## config.mk

```make
export PLATFORM = sky130hd
export DESIGN_NAME = apu_timer_bank_flat
export DESIGN_NICKNAME = d
export VERILOG_FILES = /design/src/rtl/apu_pkg.sv /design/src/rtl/apu_timer_bank_if.sv /design/src/rtl/apu_timer_ch.sv /design/src/rtl/apu_timer_bank.sv /design/src/flat_wrapper.sv
export SDC_FILE = /design/constraint.sdc
export NUM_CORES = 1
export LEC_CHECK = 0
export BUFFER_PORTS_ARGS = -buffer_cell sky130_fd_sc_hd__buf_2
export CAP_MARGIN = 20
export CORE_MARGIN = 1
export CORE_UTILIZATION = 59
export CTS_CLUSTER_SIZE = 16
export DETAILED_ROUTE_END_ITERATION = 16
export PLACE_DENSITY = 0.84
export SETUP_SLACK_MARGIN = 0.4
export SYNTH_ARGS = -nofsm -noshare
export SYNTH_HDL_FRONTEND = slang
export SYNTH_SLANG_ARGS = --single-unit
```

## constraint.sdc

```tcl
create_clock -name clk -period 3 [get_ports clk]
set_input_delay 0.9 -clock clk [delete_from_list [all_inputs] [get_ports clk]]
set_output_delay 0.9 -clock clk [all_outputs]
set_load 0.01 [all_outputs]
```

## src/rtl/apu_pkg.sv

```systemverilog
// Shared APU constants and types used by the parametrised timer bank.
package apu_pkg;

   localparam int unsigned APU_TIMER_CH_NUM   = 3;
   localparam int unsigned APU_TIMER_PRE_SLOW = 128;
   localparam int unsigned APU_TIMER_PRE_FAST = 16;

   typedef struct packed {
      logic [7:0] stage;
      logic [3:0] count;
   } apu_timer_state_t;

   typedef enum logic [3:0] {
      AT_TEST     = 4'h0,
      AT_CONTROL  = 4'h1,
      AT_TIMER0   = 4'hA,
      AT_TIMER1   = 4'hB,
      AT_TIMER2   = 4'hC,
      AT_COUNTER0 = 4'hD,
      AT_COUNTER1 = 4'hE,
      AT_COUNTER2 = 4'hF
   } apu_at_t;

   // Non-timer addresses map to 3, which the bank treats as out of range.
   function automatic logic [1:0] apu_timer_ch_of(apu_at_t at);
      case (at)
         AT_TIMER0, AT_COUNTER0: return 2'd0;
         AT_TIMER1, AT_COUNTER1: return 2'd1;
         AT_TIMER2, AT_COUNTER2: return 2'd2;
         default:                return 2'd3;
      endcase
   endfunction

endpackage

```

## src/rtl/apu_timer_bank_if.sv

```systemverilog
// Register-side bus of the timer bank: divisor writes, counter reads, divisor readback.
interface apu_timer_bank_if #(
   parameter int unsigned CH_NUM = 3,
   parameter int unsigned DIV_W  = 8,
   parameter int unsigned CNT_W  = 4
);
   localparam int unsigned CH_W = (CH_NUM > 1) ? $clog2(CH_NUM) : 1;

   logic                    div_we;
   logic [CH_W-1:0]         wr_ch;
   logic [DIV_W-1:0]        div_wdata;
   logic                    cnt_re;
   logic [CH_W-1:0]         rd_ch;
   logic [CNT_W-1:0]        cnt_rdata;
   logic [CH_NUM*DIV_W-1:0] div_q;

   modport master (
      output div_we, wr_ch, div_wdata, cnt_re, rd_ch,
      input  cnt_rdata, div_q
   );

   modport slave (
      input  div_we, wr_ch, div_wdata, cnt_re, rd_ch,
      output cnt_rdata, div_q
   );
endinterface

```

## src/rtl/apu_timer_ch.sv

```systemverilog
// One timer channel: enable-edge clear, stage divider, clear-on-read counter.
// Optional sticky overflow flag under APU_TIMER_OVF_EN.
module apu_timer_ch
   import apu_pkg::*;
#(
   parameter int unsigned DIV_W = 8,
   parameter int unsigned CNT_W = 4
) (
   input  logic             clk,
   input  logic             reset,
   input  logic             cen,
   input  logic             enable,
   input  logic             tick,
   input  logic             clr,
   input  logic [DIV_W-1:0] div,
   output logic [CNT_W-1:0] count
`ifdef APU_TIMER_OVF_EN
   ,
   output logic             ovf
`endif
);

   logic             enable_q;
   logic [DIV_W-1:0] stage_q, stage_d, stage_inc;
   logic [CNT_W-1:0] count_q, count_d;
   logic             rise, inc;

   // Divisor 0 matches when the stage wraps to 0, i.e. a period of 2^DIV_W.
   always_comb begin
      rise      = enable & ~enable_q;
      stage_inc = stage_q + DIV_W'(1);
      stage_d   = stage_q;
      inc       = 1'b0;
      if (rise) begin
         stage_d = '0;
      end else if (enable && tick) begin
         if (stage_inc == div) begin
            stage_d = '0;
            inc     = 1'b1;
         end else begin
            stage_d = stage_inc;
         end
      end

      if (rise)      count_d = '0;
      else if (clr)  count_d = inc ? CNT_W'(1) : '0;
      else if (inc)  count_d = count_q + CNT_W'(1);
      else           count_d = count_q;
   end

   always_ff @(posedge clk or posedge reset) begin
      if (reset) begin
         enable_q <= 1'b0;
         stage_q  <= '0;
         count_q  <= '0;
      end else if (cen) begin
         enable_q <= enable;
         stage_q  <= stage_d;
         count_q  <= count_d;
      end
   end

   assign count = count_q;

`ifdef APU_TIMER_OVF_EN
   logic ovf_q, ovf_d;

   always_comb begin
      ovf_d = ovf_q;
      if (rise || clr)      ovf_d = 1'b0;
      if (inc && &count_q)  ovf_d = 1'b1;
   end

   always_ff @(posedge clk or posedge reset) begin
      if (reset)    ovf_q <= 1'b0;
      else if (cen) ovf_q <= ovf_d;
   end

   assign ovf = ovf_q;
`endif

endmodule

```

## src/rtl/apu_timer_bank.sv

```systemverilog
// SPC700-style timer bank: shared slow/fast prescalers, divisor registers, count read mux.
// Define APU_TIMER_OVF_EN to add the per-channel sticky ovf output.
module apu_timer_bank
   import apu_pkg::*;
#(
   parameter int unsigned       CH_NUM    = APU_TIMER_CH_NUM,
   parameter int unsigned       DIV_W     = 8,
   parameter int unsigned       CNT_W     = 4,
   parameter int unsigned       PRE_SLOW  = APU_TIMER_PRE_SLOW,
   parameter int unsigned       PRE_FAST  = APU_TIMER_PRE_FAST,
   parameter logic [CH_NUM-1:0] FAST_MASK = CH_NUM'(3'b100)
) (
   input  logic               clk,
   input  logic               reset,
   input  logic               cen,
   input  logic [CH_NUM-1:0]  enable,
   apu_timer_bank_if.slave    bus
`ifdef APU_TIMER_OVF_EN
   ,
   output logic [CH_NUM-1:0]  ovf
`endif
);

   localparam int unsigned CH_W = (CH_NUM > 1) ? $clog2(CH_NUM) : 1;
   localparam int unsigned SW   = (PRE_SLOW > 1) ? $clog2(PRE_SLOW) : 1;
   localparam int unsigned FW   = (PRE_FAST > 1) ? $clog2(PRE_FAST) : 1;

   logic [SW-1:0] slow_q;
   logic [FW-1:0] fast_q;
   logic          slow_tick, fast_tick;

   // Terminal count is the PRE_x-th cen cycle after reset.
   assign slow_tick = cen && (slow_q == SW'(PRE_SLOW - 1));
   assign fast_tick = cen && (fast_q == FW'(PRE_FAST - 1));

   always_ff @(posedge clk or posedge reset) begin
      if (reset) begin
         slow_q <= '0;
         fast_q <= '0;
      end else if (cen) begin
         slow_q <= slow_tick ? '0 : slow_q + SW'(1);
         fast_q <= fast_tick ? '0 : fast_q + FW'(1);
      end
   end

   logic [CH_NUM-1:0][DIV_W-1:0] div_r;

   always_ff @(posedge clk or posedge reset) begin
      if (reset) begin
         div_r <= '0;
      end else if (cen && bus.div_we) begin
         for (int i = 0; i < int'(CH_NUM); i++) begin
            if (bus.wr_ch == CH_W'(i)) div_r[i] <= bus.div_wdata;
         end
      end
   end

   assign bus.div_q = div_r;

   logic [CNT_W-1:0] count [CH_NUM];

   for (genvar i = 0; i < int'(CH_NUM); i++) begin : g_ch
      apu_timer_ch #(
         .DIV_W (DIV_W),
         .CNT_W (CNT_W)
      ) u_ch (
         .clk    (clk),
         .reset  (reset),
         .cen    (cen),
         .enable (enable[i]),
         .tick   (FAST_MASK[i] ? fast_tick : slow_tick),
         .clr    (bus.cnt_re && (bus.rd_ch == CH_W'(i))),
         .div    (div_r[i]),
         .count  (count[i])
`ifdef APU_TIMER_OVF_EN
         ,
         .ovf    (ovf[i])
`endif
      );
   end

   always_comb begin
      bus.cnt_rdata = '0;
      for (int i = 0; i < int'(CH_NUM); i++) begin
         if (bus.rd_ch == CH_W'(i)) bus.cnt_rdata = count[i];
      end
   end

endmodule

```

## src/flat_wrapper.sv

```systemverilog
// flat-port wrapper written by rule: the top's interface ports become plain ports
module apu_timer_bank_flat import apu_pkg::*;
#(
   parameter int unsigned       CH_NUM    = APU_TIMER_CH_NUM,
   parameter int unsigned       DIV_W     = 8,
   parameter int unsigned       CNT_W     = 4,
   parameter int unsigned       PRE_SLOW  = APU_TIMER_PRE_SLOW,
   parameter int unsigned       PRE_FAST  = APU_TIMER_PRE_FAST,
   parameter logic [CH_NUM-1:0] FAST_MASK = CH_NUM'(3'b100)
)
  (clk, reset, cen, enable, bus_div_we, bus_wr_ch, bus_div_wdata, bus_cnt_re, bus_rd_ch, bus_cnt_rdata, bus_div_q);
  apu_timer_bank_if #(.CH_NUM(CH_NUM), .DIV_W(DIV_W), .CNT_W(CNT_W)) bus_i ();
  input  logic clk;
  input  logic reset;
  input  logic cen;
  input  logic [CH_NUM-1:0] enable;
  input wire logic [$bits(bus_i.div_we)-1:0] bus_div_we;
  input wire logic [$bits(bus_i.wr_ch)-1:0] bus_wr_ch;
  input wire logic [$bits(bus_i.div_wdata)-1:0] bus_div_wdata;
  input wire logic [$bits(bus_i.cnt_re)-1:0] bus_cnt_re;
  input wire logic [$bits(bus_i.rd_ch)-1:0] bus_rd_ch;
  output wire logic [$bits(bus_i.cnt_rdata)-1:0] bus_cnt_rdata;
  output wire logic [$bits(bus_i.div_q)-1:0] bus_div_q;
  assign bus_i.div_we = bus_div_we;
  assign bus_i.wr_ch = bus_wr_ch;
  assign bus_i.div_wdata = bus_div_wdata;
  assign bus_i.cnt_re = bus_cnt_re;
  assign bus_i.rd_ch = bus_rd_ch;
  assign bus_cnt_rdata = bus_i.cnt_rdata;
  assign bus_div_q = bus_i.div_q;
  apu_timer_bank #(.CH_NUM(CH_NUM), .DIV_W(DIV_W), .CNT_W(CNT_W), .PRE_SLOW(PRE_SLOW), .PRE_FAST(PRE_FAST), .FAST_MASK(FAST_MASK)) u_core (.clk(clk), .reset(reset), .cen(cen), .enable(enable), .bus(bus_i));
endmodule
```

; Yosys cells after proc, flatten, opt, wreduce, memory -nomap -nowiden
; Index checks and enable logic that the tools add are counted.
; Widths: inputs -> output; s select.
[totals]
reg_bits = 74
in_bits = 20
out_inout_bits = 28
wordCells = 98
[classes]
n_addsub = 8
n_eq_ne = 9
n_mux = 35
n_bitwise = 6
reduce_logical = 26
[ops]
columns = operator, n
row1 = $mux 8, 9
row2 = $mux 4, 13
row3 = $add 8x1->8 const B, 3
row4 = $eq 8x8->1, 3
row5 = $reduce_and 2->1, 9
row6 = $add 4x1->4 const B, 4
row7 = $mux 1, 12
row8 = $logic_and 1x1->1, 9
row9 = $reduce_bool 3->1, 3
row10 = $add 7x1->7 const B, 1
row11 = $eq 7x7->1 const B, 1
row12 = $mux 7, 1
row13 = $reduce_bool 2->1, 3
row14 = $eq 2x1->1 const B, 2
row15 = $eq 2x2->1 const B, 2
row16 = $eq 4x4->1 const B, 1
row17 = $logic_not 2->1, 2
row18 = $and 1x1->1, 3
row19 = $not 1->1, 3

; Longest topological paths before layout
; Gate-level depths: netlist of run 1.
[logic_depth]
depth_word = 8
ltp_mapped = 8
depth_no_buf = 7

; Cells and area by module
; A second synthesis of run 1 with hierarchy kept.
[hier_totals]
cells_unflattened = 420
hier_area_um2 = 4319.1
[by_module_without_submodules]
columns = module, n_inst, cells_per_inst, area_per_inst_um2
row1 = apu_timer_ch at u_core.g_ch[1].u_ch ..., 2, 99, 900.9
row2 = apu_timer_bank, 1, 118, 1546.5
row3 = apu_timer_ch at u_core.g_ch[0].u_ch, 1, 104, 970.9

; Least setup slack after synthesis of run 1
; No wires, ideal clock.
[synth_path]
path_type = input to register
startpoint = input port cen
endpoint = register u_core.g_ch[1].u_ch.count_q[1]
arrival_time_ns = 2.416
required_ns = 2.923
setup_slack_ns = 0.507
path_stages = 6
cell_sequence = nand4_1 > nor3_2 > nand3_1 > a2111oi_4 > mux2_1 > o21ai_1
[synth_between]
elab_chain_len = 6
[synth_rtl]
columns = element, line_no
row1 = start: declaration, flat_wrapper.sv:15  ; input logic cen;
row2 = $logic_and 1x1->1, apu_timer_bank.sv:33  ; assign slow_tick = cen && (slow_q == SW'(PRE_SLOW - 1));
row3 = $logic_and 1x1->1, apu_timer_ch.sv:36  ; end else if (enable && tick) begin
row4 = $mux 1, apu_timer_ch.sv:36
row5 = $mux 1, apu_timer_ch.sv:34  ; if (rise) begin
row6 = $reduce_bool 3->1 (no source line), --
row7 = $reduce_and 2->1 (no source line) (*), --
row8 = end signal: assignment, apu_timer_ch.sv:59  ; count_q <= count_d;
row9 = end: declaration, apu_timer_ch.sv:25  ; logic [CNT_W-1:0] count_q, count_d;
; Every way passes the cells marked *; elsewhere a longest branch is shown, timed or not.
; A chain may end at the register's enable or synchronous reset.

; Worst setup path in the final report of run 1
[layout_path]
startpoint = register u_core.g_ch[0].u_ch.stage_q[2]
endpoint = register u_core.g_ch[0].u_ch.count_q[2]
[layout_between]
elab_chain_len = 7
[layout_rtl]
columns = element, line_no
row1 = start: declaration, apu_timer_ch.sv:24  ; logic [DIV_W-1:0] stage_q, stage_d, stage_inc;
row2 = start signal: assignment, apu_timer_ch.sv:58  ; stage_q <= stage_d;
row3 = $add 8x1->8, apu_timer_ch.sv:31  ; stage_inc = stage_q + DIV_W'(1);
row4 = $eq 8x8->1, apu_timer_ch.sv:37  ; if (stage_inc == div) begin
row5 = $mux 1, apu_timer_ch.sv:37
row6 = $mux 1, apu_timer_ch.sv:36
row7 = $mux 1, apu_timer_ch.sv:34
row8 = $reduce_bool 3->1 (no source line), --
row9 = $reduce_and 2->1 (no source line), --
row10 = end signal: assignment, apu_timer_ch.sv:59
row11 = end: declaration, apu_timer_ch.sv:25
; No other way between the ends.

==> key figures, run 1 <==
Logic synthesis
  – Synthesized Nets: between 400 and 500
  – Synthesis Warnings: 0
  – Per-instance average area after synthesis: 9.97 µm²
  – Post-synthesis cell type with the largest combined area: sky130_fd_sc_hd__dfrtp_1
  – Proportion of netlist area held by the largest area contributor: between 40 and 50%
  – Post-synthesis adder-cell area fraction: 2.33%
  – Post-synth design cell area: 4300 µm²
  – Most used flip-flop cell after synthesis: sky130_fd_sc_hd__dfrtp_1
  – Gate Count Post-Synth: approximately 430
  – Multiplexer share of the synthesized area: between 10 and 15%
  – Count of flip-flops with a built-in enable after synthesis: 0
  – Proportion of register bits with asynchronous set or reset after synthesis: 100%
  – Number of different library cells in the post-synthesis netlist: between 50 and 60
  – Combinational family with the most area after synthesis: simple AND/OR/NAND/NOR gates
  – Number of storage elements in the synthesis netlist: 74
  – Share of the synthesized area in compound gates (AO/OA/AOI/OAI): about an eighth
  – Fraction of the mapped netlist area in simple logic gates: 21.4%
  – Main area contributors after synthesis: sky130_fd_sc_hd__dfrtp_1, sky130_fd_sc_hd__mux2_2, sky130_fd_sc_hd__nand2_1
  – Parity-gate share of the synthesized area counting xor and xnor cells: under 10%
  – Share of synthesized area occupied by flip-flops and latches: 43.1%

CTS
  – Maximum buffer depth of the clock tree: 2
  – Depth of the CTS H-tree: 3
  – TritonCTS clock tree: yes
  – Clock transition at the registers of the reported paths: roughly 90 ps
  – Skew-Pair Late Insertion Delay: 360 ps
  – Number of sinks driven by the clock tree: 74
  – Clock Tree Root: sky130_fd_sc_hd__clkbuf_8
  – CTS buffer count: 9
  – CTS Hold Buffers Added: 0

Place
  – Cell Area, Placed: roughly 4600 µm²
  – Quantity of I/O buffers inserted on ports: 47
  – Gp weighted congestion: 0.934
  – Post-placement worst setup slack: between 400 and 500 ps
  – Post-DP HPWL: roughly 6.7 mm

Critical path
  – R2r setup slk: around 480 ps
  – Endpoint required time on the critical path: about 3300 ps
  – Depth of the worst register-to-register path: 6
  – Type of the worst setup path: flop to flop
  – Maximum fanout encountered on the critical timing path: 15
  – Critical-path top delay cell: sky130_fd_sc_hd__or4_1
  – Crit end category: flop
  – Critical Path AT: 2810 ps
  – Startpoint types: flop
  – Number of buffers and inverters on the critical path: 0
  – R2R Path End: u_core.g_ch[0].u_ch.count[2]
  – Cell depth of the worst setup path: 6
  – Largest stage delay on the critical path: 570 ps
  – Series of cell instances along the critical path: nand3_2 -> o21ai_0 -> nor4bb_2 -> o311ai_4 -> or4_1 -> nand3_1
  – CP top delay family: simple AND/OR/NAND/NOR gates
  – Reg-to-reg critical path startpoint: u_core.g_ch[0].u_ch.stage_q[2]

Finish
  – Syn-to-layout area delta: 14.6%
  – Net count, final: 508
  – Fill cell instance count of the final layout: about 510
  – Design area: ~5000 µm²
  – Inserted Diodes: 0
  – Share of post-route cells with drive strength above 1: roughly 25%

Global route
  – Wire length of the first global-routing pass: 15.9 mm
  – Gr ovfl total: 0
  – M2 GR Usage: between 40% and 50%
  – Busiest grt layer: met2
  – Total track usage: between 20% and 30%
  – Number of antenna violations at the first check in global routing: 0
  – Number of global-route vias before repair: between 3k and 4k
  – Met3 Usage GRT: approximately 3.8%
  – Pin count of the biggest net entering global routing: between 70 and 80
  – Met1 GRT Util: 34.7%

Die
  – Die span in x: between 80 and 90 µm
  – Initial cell density of the core: 62.2%
  – Total core area: 6910 µm²
  – Total Die Area: ~7600 µm²
  – Die H: between 80 and 90 µm
  – Number of top-level design ports: 48
  – Number of core rows: 30

Timing
  – Number of failing setup endpoints in the final timing report: 0
  – Setup TNS: 0 ps
  – Achievable Freq: ~0.40 GHz
  – Number of hold violations in the final report: 0
  – Setup slack after layout: ~480 ps
  – Final Hold Slack: 501 ps
  – Worst-margin pin slew: ~690 ps
  – Part of the cycle the worst path needs: 84.0%
  – Worst slew slack as a fraction of its limit: a little over half
  – Final Max Tran Viols: 0
  – Shortest period the worst path allows: 2520 ps
  – RSZ-0062 raised after global routing: no
  – Clock Skew: roughly 12 ps

Power
  – Leakage power of the design: approximately 2.2 nW
  – Power spent charging and discharging nets: about 850 µW
  – Power per standard cell area: 563 nW/µm²
  – Power share of the sequential group: between 40% and 50%
  – Internal power component: roughly 1.9 mW
  – Peak ir drop on the vdd network: between 0.2 and 0.3 mV
  – Clock group share of total power: 31.7%
  – Relative contribution of combinational cells to total power: between 20% and 30%
  – Overall power: 2.77 mW
  – Switching share of total power: 30.8%

Route
  – Vias after detailed routing: between 3k and 4k
  – Final Routed Wirelength: just under 10 mm
  – Violation count after the first detailed-route iteration: around 280
  – DRC violation count after routing: 0
  – Routed Antenna Nets: 0
  – Routed vias/inst: 6.16
  – Detailed Routing Iterations Pass 1: 5
  – Post-detailed-route wirelength per cell: 16.8 µm

Min path
  – Instance count along the most critical hold path: 1
  – Class of the tightest hold or removal check: flop to flop
  – Hold worst-path end: u_core.slow_q[4]
  – Launch point of the worst hold path: u_core.slow_q[4]

Run status
  – Status: finished, final reports clean

Run
  – Max-cap viol count: 0
==> per-stage QoR <==
stage                     utilization [%]  instances
after floorplan                         -        431
after global placement               67.3        564
after detailed placement             67.3        564
after CTS                            70.8        580
after global routing                 71.3        581
final                                71.3        581
==> sequential cells by signal, indices dropped and copies added (netlist names) <==
| name | flops |
|---|---|
| u_core.bus.div_q | 24 |
| u_core.g_ch.u_ch.stage_q | 24 |
| u_core.g_ch.u_ch.count | 12 |
| u_core.slow_q | 7 |
| u_core.fast_q | 4 |
| u_core.g_ch.u_ch.enable_q | 3 |
==> per-layer routing <==
metal	routed length (µm)	share of wire [%]
met1	4230	43
met2	4820	49
met3	516	5.3
met4	208	2.1
met5	0	0
==> worst reg2reg max path, cell delays in order (launching register included) <==
cell and delay (ps):
sky130_fd_sc_hd__dfrtp_1 520, sky130_fd_sc_hd__nand3_2 220, sky130_fd_sc_hd__o21ai_0 320, sky130_fd_sc_hd__nor4bb_2 480
sky130_fd_sc_hd__o311ai_4 260, sky130_fd_sc_hd__or4_1 570, sky130_fd_sc_hd__nand3_1 90
==> repair_timing <==
| action | 4_1_cts | 5_1_grt |
|---|---|---|
| resized for setup | 2 | 8 |
| setup endpoints to repair | 4 | 21 |
| setup buffers | 0 | 1 |
| gates cloned | 0 | 0 |
| pin swaps | 0 | 2 |
==> cells in the mapped netlist (4+ instances only) <==
master / number
sky130_fd_sc_hd__mux2_2: 29
sky130_fd_sc_hd__nand2b_1: 9
sky130_fd_sc_hd__clkbuf_1: 10
sky130_fd_sc_hd__xnor2_1: 18
sky130_fd_sc_hd__nand2_1: 46
sky130_fd_sc_hd__xor2_1: 13
sky130_fd_sc_hd__dfrtp_1: 74
sky130_fd_sc_hd__a22o_1: 6
sky130_fd_sc_hd__a31oi_1: 11
sky130_fd_sc_hd__nand3b_1: 4
sky130_fd_sc_hd__a21o_1: 4
sky130_fd_sc_hd__inv_1: 12
sky130_fd_sc_hd__or3_1: 4
sky130_fd_sc_hd__mux2i_1: 14
sky130_fd_sc_hd__o211ai_1: 5
sky130_fd_sc_hd__nand4_1: 15
sky130_fd_sc_hd__nor2_1: 20
sky130_fd_sc_hd__nor3_1: 8
sky130_fd_sc_hd__buf_2: 6
sky130_fd_sc_hd__and3_1: 7
sky130_fd_sc_hd__ha_1: 8
sky130_fd_sc_hd__nand3_1: 32
sky130_fd_sc_hd__o21ai_0: 19
==> layout by cell type, fill, tap and decap left out, drive strengths merged, types with 3 or more instances in the layout <==
| master | count |
|---|---|
| ha | 8 |
| nand3 | 34 |
| nand2b | 9 |
| buf | 54 |
| and3 | 8 |
| a31o | 3 |
| nor2b | 3 |
| clkinvlp | 3 |
| or2 | 3 |
| and2 | 3 |
| nor2 | 20 |
| mux2i | 14 |
| a21o | 4 |
| xnor2 | 18 |
| inv | 12 |
| nand2 | 46 |
| mux2 | 30 |
| xor2 | 13 |
| a22o | 6 |
| a21oi | 4 |
| or3 | 4 |
| clkbuf | 10 |
| nand3b | 4 |
| o2111ai | 3 |
| or4 | 3 |
| nand4 | 15 |
| dfrtp | 74 |
| a31oi | 11 |
| o21ai | 20 |
| o211ai | 5 |
| nor3 | 9 |
==> power by group through the flow <==
stage / sequential (mW) / clock, mW / combinational [mW]
after floorplan: 1.32 / 0 / 0.370
after global routing: 1.33 / 0.931 / 0.655
final: 1.31 / 0.880 / 0.585
after global placement: 1.31 / 0 / 0.547
after detailed placement: 1.32 / 0 / 0.573
after CTS: 1.31 / 0.895 / 0.583
==> cell type report <==
class                      instances  area (µm²)  area share [%]
sequential                        74        1850            37.6
clock inverter                     6        88.8            1.80
tap                               96         120            2.44
timing repair buffer              54         300            6.10
multi-input combinational        329        2380            48.3
inverter                          12        48.8           0.991
clock buffer                      10         138            2.79
==> kinds of logic after synthesis <==
| kind of cell | after synthesis |
|---|---|
| buffers and inverters | 28 |
| AOI/OAI and AO/OA | 73 |
| adders and majority gates | 8 |
| muxes | 44 |
| DFF | 74 |
| and+or+nand+nor | 172 |
| xor gates and xnor gates | 32 |
==> worst max-delay path by stage <==
stage / start / endpoint / slack [ps]
6_report: u_core.g_ch[0].u_ch.stage_q[2] / u_core.g_ch[0].u_ch.count[2] / 480
5_1_grt: u_core.g_ch[0].u_ch.stage_q[2] / u_core.g_ch[0].u_ch.count[2] / 390
4_1_cts: u_core.g_ch[0].u_ch.stage_q[2] / u_core.g_ch[0].u_ch.count[2] / 430
3_5_place_dp: cen / u_core.g_ch[1].u_ch.count[1] / 420
3_3_place_gp: cen / u_core.g_ch[1].u_ch.count[1] / 460
2_1_floorplan: cen / u_core.g_ch[1].u_ch.count[1] / 510
No activity file was read; power rests on OpenSTA's default activity.
==> run 2, diff against run 1 <==
Settings changed: ABC_AREA set to 1.
Clock period 3 ns to 2.6 ns, I/O delays scaled along.
==> key figures, run 2 <==
Place
  – Cell Area, Placed: 4590 µm² (-1.3%)
  – Quantity of I/O buffers inserted on ports: 47 (unchanged)
  – Post-DP HPWL: 7.36 mm (+9.8%)
  – Gp weighted congestion: 0.850 (-9.0%)

CTS
  – Clock Tree Root: sky130_fd_sc_hd__clkbuf_8
  – Number of sinks driven by the clock tree: 74 (unchanged)
  – CTS buffer count: 9 (unchanged)
  – Clock transition at the registers of the reported paths: 80 ps (about the same)
  – Skew-Pair Late Insertion Delay: 370 ps (about the same)
  – Depth of the CTS H-tree: 3 (unchanged)
  – CTS Hold Buffers Added: 0 (unchanged)
  – TritonCTS clock tree: yes
  – Maximum buffer depth of the clock tree: 2 (unchanged)

Global route
  – Gr ovfl total: 0 (unchanged)
  – Pin count of the biggest net entering global routing: 35 (-53%)
  – Wire length of the first global-routing pass: 16.9 mm (+5.9%)
  – Total track usage: 29.2% (+2.0 points)
  – Number of antenna violations at the first check in global routing: 0 (unchanged)
  – Number of global-route vias before repair: 3671 (+7.0%)

Die
  – Total core area: 6830 µm² (-1.1%)
  – Number of top-level design ports: 48 (unchanged)
  – Die span in x: 86.5 µm (-0.98%)
  – Initial cell density of the core: 61.7% (-0.58 points)
  – Die H: 86.5 µm (-0.98%)
  – Number of core rows: 30 (unchanged)
  – Total Die Area: 7480 µm² (-2.0%)

Logic synthesis
  – Count of flip-flops with a built-in enable after synthesis: 0 (unchanged)
  – Most common cell in the netlist: sky130_fd_sc_hd__nand2_1
  – Top post-synthesis cells by count: sky130_fd_sc_hd__nand2_1, sky130_fd_sc_hd__dfrtp_1, sky130_fd_sc_hd__inv_1
  – Synthesized Nets: 574 (+25%)
  – Per-instance average area after synthesis: 7.72 µm² (-23%)
  – Main area contributors after synthesis: sky130_fd_sc_hd__dfrtp_1, sky130_fd_sc_hd__nand2_1, sky130_fd_sc_hd__nand3_1
  – Most used flip-flop cell after synthesis: sky130_fd_sc_hd__dfrtp_1
  – Synthesis Warnings: 0 (unchanged)
  – Share of synthesized area occupied by flip-flops and latches: 44.0% (+0.88 points)
  – Number of different library cells in the post-synthesis netlist: 31 (-47%)
  – Proportion of register bits with asynchronous set or reset after synthesis: 100% (unchanged)
  – Gate Count Post-Synth: 546 (+27%)
  – Post-synthesis cell type with the largest combined area: sky130_fd_sc_hd__dfrtp_1
  – Post-synth design cell area: 4210 µm² (-2.0%)
  – Number of storage elements in the synthesis netlist: 74 (unchanged)
  – Proportion of netlist area held by the largest area contributor: 44.0% (+0.88 points)

Min path
  – Class of the tightest hold or removal check: input pin to asynchronous set/reset pin

Critical path
  – Type of the worst setup path: input pin to output port
  – Critical-path top delay cell: sky130_fd_sc_hd__nor2_4
  – Depth of the worst register-to-register path: 9 (+3)
  – Startpoint types: input pin
  – Series of cell instances along the critical path: buf_4 -> inv_2 -> nor2_4 -> nand2_1 -> nand3_1 -> buf_2
  – Maximum fanout encountered on the critical timing path: 5 (-10)
  – Critical Path AT: 1390 ps (-1420 ps)
  – Endpoint required time on the critical path: 1820 ps (-1470 ps)
  – Largest stage delay on the critical path: 150 ps (-420 ps)
  – Crit end category: output port

Finish
  – Commonest non-fill, non-tap cell in the layout: sky130_fd_sc_hd__nand2_1
  – Net count, final: 633 (+25%)
  – Syn-to-layout area delta: 15.5%
  – Fill cell instance count of the final layout: 532 (+3.5%)
  – Design area: 4860 µm² (-1.2%)
  – Share of post-route cells with drive strength above 1: 17.4% (-7.8 points)
  – Inserted Diodes: 0 (unchanged)
  – Final core occ: 71.2% (-0.095 points)
  – Most used cells in the layout excluding fill and tap cells: sky130_fd_sc_hd__nand2_1, sky130_fd_sc_hd__dfrtp_1, sky130_fd_sc_hd__inv_1

Run status
  – Status: finished, final reports clean

Route
  – Vias after detailed routing: 3821 (+6.7%)
  – DRC violation count after routing: 0 (unchanged)
  – Post-detailed-route wirelength per cell: 14.1 µm (-16%)
  – Routed vias/inst: 5.41 (-12%)
  – Routed Antenna Nets: 0 (unchanged)
  – Violation count after the first detailed-route iteration: 277 (unchanged)
  – Final Routed Wirelength: 9.93 mm (+1.6%)
  – Detailed Routing Iterations Pass 1: 5 (unchanged)

Timing
  – Worst slew slack as a fraction of its limit: 66.0% (+12 points)
  – Final Hold Slack: 436 ps (-65.6 ps)
  – Shortest period the worst path allows: between 2000 and 2500 ps
  – Part of the cycle the worst path needs: a little over four fifths
  – RSZ-0062 raised after global routing: yes
  – Final Max Tran Viols: 0 (unchanged)
  – Setup TNS: 0 ps (unchanged)
  – Clock Skew: 14.5 ps (+2.24 ps)
  – Number of hold violations in the final report: 0 (unchanged)
  – Worst-margin pin slew: 510 ps (-176 ps)
  – Number of failing setup endpoints in the final timing report: 0 (unchanged)
  – Achievable Freq: about 0.46 GHz

Power
  – Leakage power of the design: 2.47 nW (+13%)
  – Power per standard cell area: 652 nW/µm² (+16%)
  – Overall power: 3.17 mW (+14%)
  – Peak ir drop on the vdd network: 0.593 mV (+110%)

Run
  – Max-cap viol count: 0 (unchanged)
run 2: cell types whose count changed after synthesis, sizes merged, moves of 10 or more:
cell,before,now
o21ai,20,39
nor2,20,46
o22ai,0,12
xnor2,18,8
mux2i,14,0
mux2,30,0
a31oi,11,0
nand2,46,174
nand3,34,63
inv,12,69
run 2: worst max-delay path, delay by kind of cell:
kind	cells	cell delay (ps)
simple gates	3	300
buf+inv	3	310
run 2: per-layer routing:
layer	wire (µm)	vias up	track usage [%]	share of wire [%]
li1	-	1880	-	-
met1	4330	1820	38.2	44
met2	4990	107	49.3	50
met3	459	14	4.57	4.6
met4	152	0	11.1	1.5
met5	0	-	0	0
run 2: logic make-up after synthesis:
group,Yosys count,synth area share (%)
compound gates,62,7.78
xor+xnor,28,6.80
simple gates,299,32.1
flops,74,44.0
buf+inv,75,6.98
fa+ha+maj,8,2.38
run 2: layout make-up:
cell class,count,area [µm²],area share (%)
clock buffer,10,138,2.83
clock inverter,6,66.3,1.36
inverter,69,263,5.40
multi-input combinational,397,2120,43.5
sequential,74,1850,38.1
tap,96,120,2.47
timing repair buffer,54,305,6.28
run 2: what timing repair did:
item / 4_1_cts / 5_1_grt
cloned: 0 / 0
setup endpoints to repair: 4 / 40
gates resized for setup: 3 / 21
pin swaps: 0 / 5
setup buffers: 0 / 2
run 2: worst paths after layout:
check / start / slack [ps] / end
max in group asynchronous: reset / 1520 / u_core.slow_q[6]
worst min-delay path: reset / 440 / u_core.g_ch[2].u_ch.stage_q[7]
worst min register to register: u_core.fast_q[1] / 510 / u_core.fast_q[1]
worst max register to register: u_core.g_ch[0].u_ch.stage_q[0] / 550 / u_core.g_ch[0].u_ch.stage_q[6]
min in group clk: u_core.fast_q[1] / 510 / u_core.fast_q[1]
worst max-delay path: bus_rd_ch[0] / 430 / bus_cnt_rdata[3]
run 2: metrics by stage:
step,setup WS [ps],instances
after floorplan,633,546
after global placement,396,688
after detailed placement,286,688
after CTS,408,704
after global routing,391,706
final,429,706
run 2: where the power goes:
group	switching, mW	total, mW	internal [mW]
clock	0.463	0.932	0.469
combinational	0.431	0.733	0.302
sequential	0.183	1.51	1.32
total	1.08	3.17	2.09
==> run 3, diff against run 2 <==
Settings changed: ABC_AREA 1 to 0.
Clock period 2.6 ns to 2.25 ns, I/O delays scaled along.
==> key figures, run 3 (synthesized netlist as in run 1, its figures left out) <==
Power
  – Power per standard cell area: 668 nW/µm² (+2.5%)
  – Peak ir drop on the vdd network: 0.576 mV (-2.9%)
  – Leakage power of the design: 2.57 nW (+4.4%)

Route
  – Routed vias/inst: 6.76 (+25%)
  – Post-detailed-route wirelength per cell: 22.8 µm (+62%)
  – Routed Antenna Nets: 0 (unchanged)
  – Violation count after the first detailed-route iteration: 524 (+89%)
  – Vias after detailed routing: 4351 (+14%)
  – Final Routed Wirelength: 14.7 mm (+48%)
  – DRC violation count after routing: 0 (unchanged)
  – Detailed Routing Iterations Pass 1: 6 (+1)

Timing
  – Worst-margin pin slew: 542 ps (+32.5 ps)
  – Achievable Freq: about 0.44 GHz
  – Final Hold Slack: 419 ps (-16.3 ps)
  – Clock Skew: 17.0 ps (+2.46 ps)
  – RSZ-0062 raised after global routing: yes
  – Final Max Tran Viols: 0 (unchanged)
  – Setup TNS: -16.6 ps (-16.6 ps)
  – Number of failing setup endpoints in the final timing report: 3 (+3)
  – Number of hold violations in the final report: 0 (unchanged)
  – Part of the cycle the worst path needs: 100%
  – Worst slew slack as a fraction of its limit: 63.8% (-2.2 points)
  – Setup slack after layout: -11.1 ps (-441 ps)
  – Shortest period the worst path allows: approximately 2300 ps

Global route
  – Pin count of the biggest net entering global routing: 75 (+110%)
  – Gr ovfl total: 0 (unchanged)
  – Number of global-route vias before repair: 3892 (+6.0%)
  – Number of antenna violations at the first check in global routing: 1 (+1)
  – Total track usage: 32.1% (+2.8 points)
  – Wire length of the first global-routing pass: 18.7 mm (+11%)

Critical path
  – Largest stage delay on the critical path: 450 ps (+300 ps)
  – Number of buffers and inverters on the critical path: 1 (-2)
  – Critical Path AT: 2480 ps (+1090 ps)
  – R2R Path End: u_core.g_ch[1].u_ch.stage_q[2]
  – Depth of the worst register-to-register path: 8 (-1)
  – R2r setup slk: -10 ps (-560 ps)
  – Crit end category: flop
  – Startpoint types: flop
  – Critical-path top delay cell: sky130_fd_sc_hd__dfrtp_1
  – Reg-to-reg critical path startpoint: u_core.g_ch[1].u_ch.stage_q[1]
  – Series of cell instances along the critical path: ha_4 -> xor2_2 -> nor2_2 -> o2111ai_4 -> buf_4 -> a211o_4 -> a31oi_1 -> mux2i_1
  – Endpoint required time on the critical path: 2470 ps (+650 ps)
  – Maximum fanout encountered on the critical timing path: 7 (+2)
  – CP top delay family: compound AO/OA/AOI/OAI gates
  – Type of the worst setup path: flop to flop

CTS
  – Skew-Pair Late Insertion Delay: 360 ps (about the same)
  – TritonCTS clock tree: yes
  – Maximum buffer depth of the clock tree: 2 (unchanged)
  – Number of sinks driven by the clock tree: 74 (unchanged)
  – Clock transition at the registers of the reported paths: 90 ps (about the same)
  – Clock Tree Root: sky130_fd_sc_hd__clkbuf_8
  – CTS Hold Buffers Added: 0 (unchanged)
  – Depth of the CTS H-tree: 3 (unchanged)
  – CTS buffer count: 9 (unchanged)

Finish
  – Share of post-route cells with drive strength above 1: 43.2% (+26 points)
  – Inserted Diodes: 0 (unchanged)
  – Non-Filler Instances: 644 (-8.8%)
  – Net count, final: 572 (-9.6%)
  – Design area: 5880 µm² (+21%)
  – Most used cells in the layout excluding fill and tap cells: sky130_fd_sc_hd__buf_4, sky130_fd_sc_hd__dfrtp_1, sky130_fd_sc_hd__buf_2
  – Fill cell instance count of the final layout: 353 (-34%)
  – Syn-to-layout area delta: 36.7%

Place
  – Cell Area, Placed: 4900 µm² (+6.8%)
  – Post-DP HPWL: 7.30 mm (-0.74%)
  – Gp weighted congestion: 0.907 (+6.8%)
  – Post-Place Cells: 579 (-16%)
  – Quantity of I/O buffers inserted on ports: 47 (unchanged)

Die
  – Total core area: 6910 µm² (+1.1%)
  – Number of top-level design ports: 48 (unchanged)
  – Number of core rows: 30 (unchanged)
  – Die span in x: 87.4 µm (+0.99%)
  – Die H: 87.4 µm (+0.99%)
  – Initial cell density of the core: 62.2% (+0.58 points)
  – Total Die Area: 7630 µm² (+2.0%)

Run status
  – Failing checks: setup timing
  – Status: finished, violations left

Run
  – Max-cap viol count: 0 (unchanged)

Min path
  – Class of the tightest hold or removal check: input pin to asynchronous set/reset pin
==> run 3: changes by cell type in the layout (fill, tap and decap cells not counted), sizes merged, moves of 11 or more <==
cell and delta:
a31oi +11, buf +62, inv -57, mux2 +30, mux2i +14, nand2 -128, nand3 -29, nor2 -26
o21ai -19, o22ai -12
==> run 3: worst max-delay path by stage <==
stage | start | end | slack [ps] | depth (start not counted)
floorplan | u_core.g_ch[1].u_ch.stage_q[2] | u_core.g_ch[1].u_ch.count[1] | 190 | 6
finish | u_core.g_ch[1].u_ch.stage_q[1] | u_core.g_ch[1].u_ch.stage_q[2] | -10 | 8
global placement | u_core.g_ch[0].u_ch.stage_q[1] | u_core.g_ch[0].u_ch.count[3] | 90 | 6
detailed placement | u_core.g_ch[2].u_ch.stage_q[3] | u_core.g_ch[2].u_ch.count[0] | -20 | 6
global route | u_core.g_ch[1].u_ch.stage_q[0] | u_core.g_ch[1].u_ch.stage_q[2] | -120 | 8
CTS | u_core.g_ch[0].u_ch.stage_q[1] | u_core.g_ch[0].u_ch.stage_q[3] | 100 | 8
==> run 3: layer usage <==
metal / global-route usage [%] / up-vias / wire [µm] / share of wire [%]
li1: - / 1818 / - / -
met2: 52.6 / 361 / 6920 / 47
met4: 13.9 / 2 / 724 / 4.9
met3: 3.70 / 94 / 1420 / 9.7
met5: 0 / - / 13 / 0.089
met1: 43.0 / 2076 / 5600 / 38
==> run 3: tightest hold or removal path, delay by kind of cell <==
family / cells / cell delay (ps)
buf+inv: 3 / 510
==> run 3: power by group <==
part	internal (mW)	switching (mW)	total (mW)	leakage, nW
combinational	0.529	0.575	1.10	1.54
sequential	1.52	0.245	1.77	0.935
clock	0.535	0.516	1.05	0.0962
==> run 3: metrics by stage <==
stage                     setup slack (ps)  total power [mW]  utilization [%]
after floorplan                        187              2.28                -
after global placement                87.0              2.53             70.9
after detailed placement             -18.2              2.58             70.9
after CTS                              103              3.66             79.2
after global routing                  -119              4.09             85.1
final                                -11.1              3.92             85.1
==> run 3: final cells by class <==
cell class	instances	area, µm²	share of cell area (%)
Clock inverter	3	40.0	0.681
Inverter	12	48.8	0.830
Multi-Input combinational cell	331	2840	48.4
Timing Repair Buffer	116	813	13.8
Clock buffer	12	145	2.47
Sequential cell	74	1870	31.8
Tap cell	96	120	2.04
==> run 3: what timing repair did <==
item                                    CTS  global route
pin swaps                                24            40
endpoints found under the setup margin   40            40
setup buffers                            33            15
cloned                                    1             1
gates resized for setup                  29            55
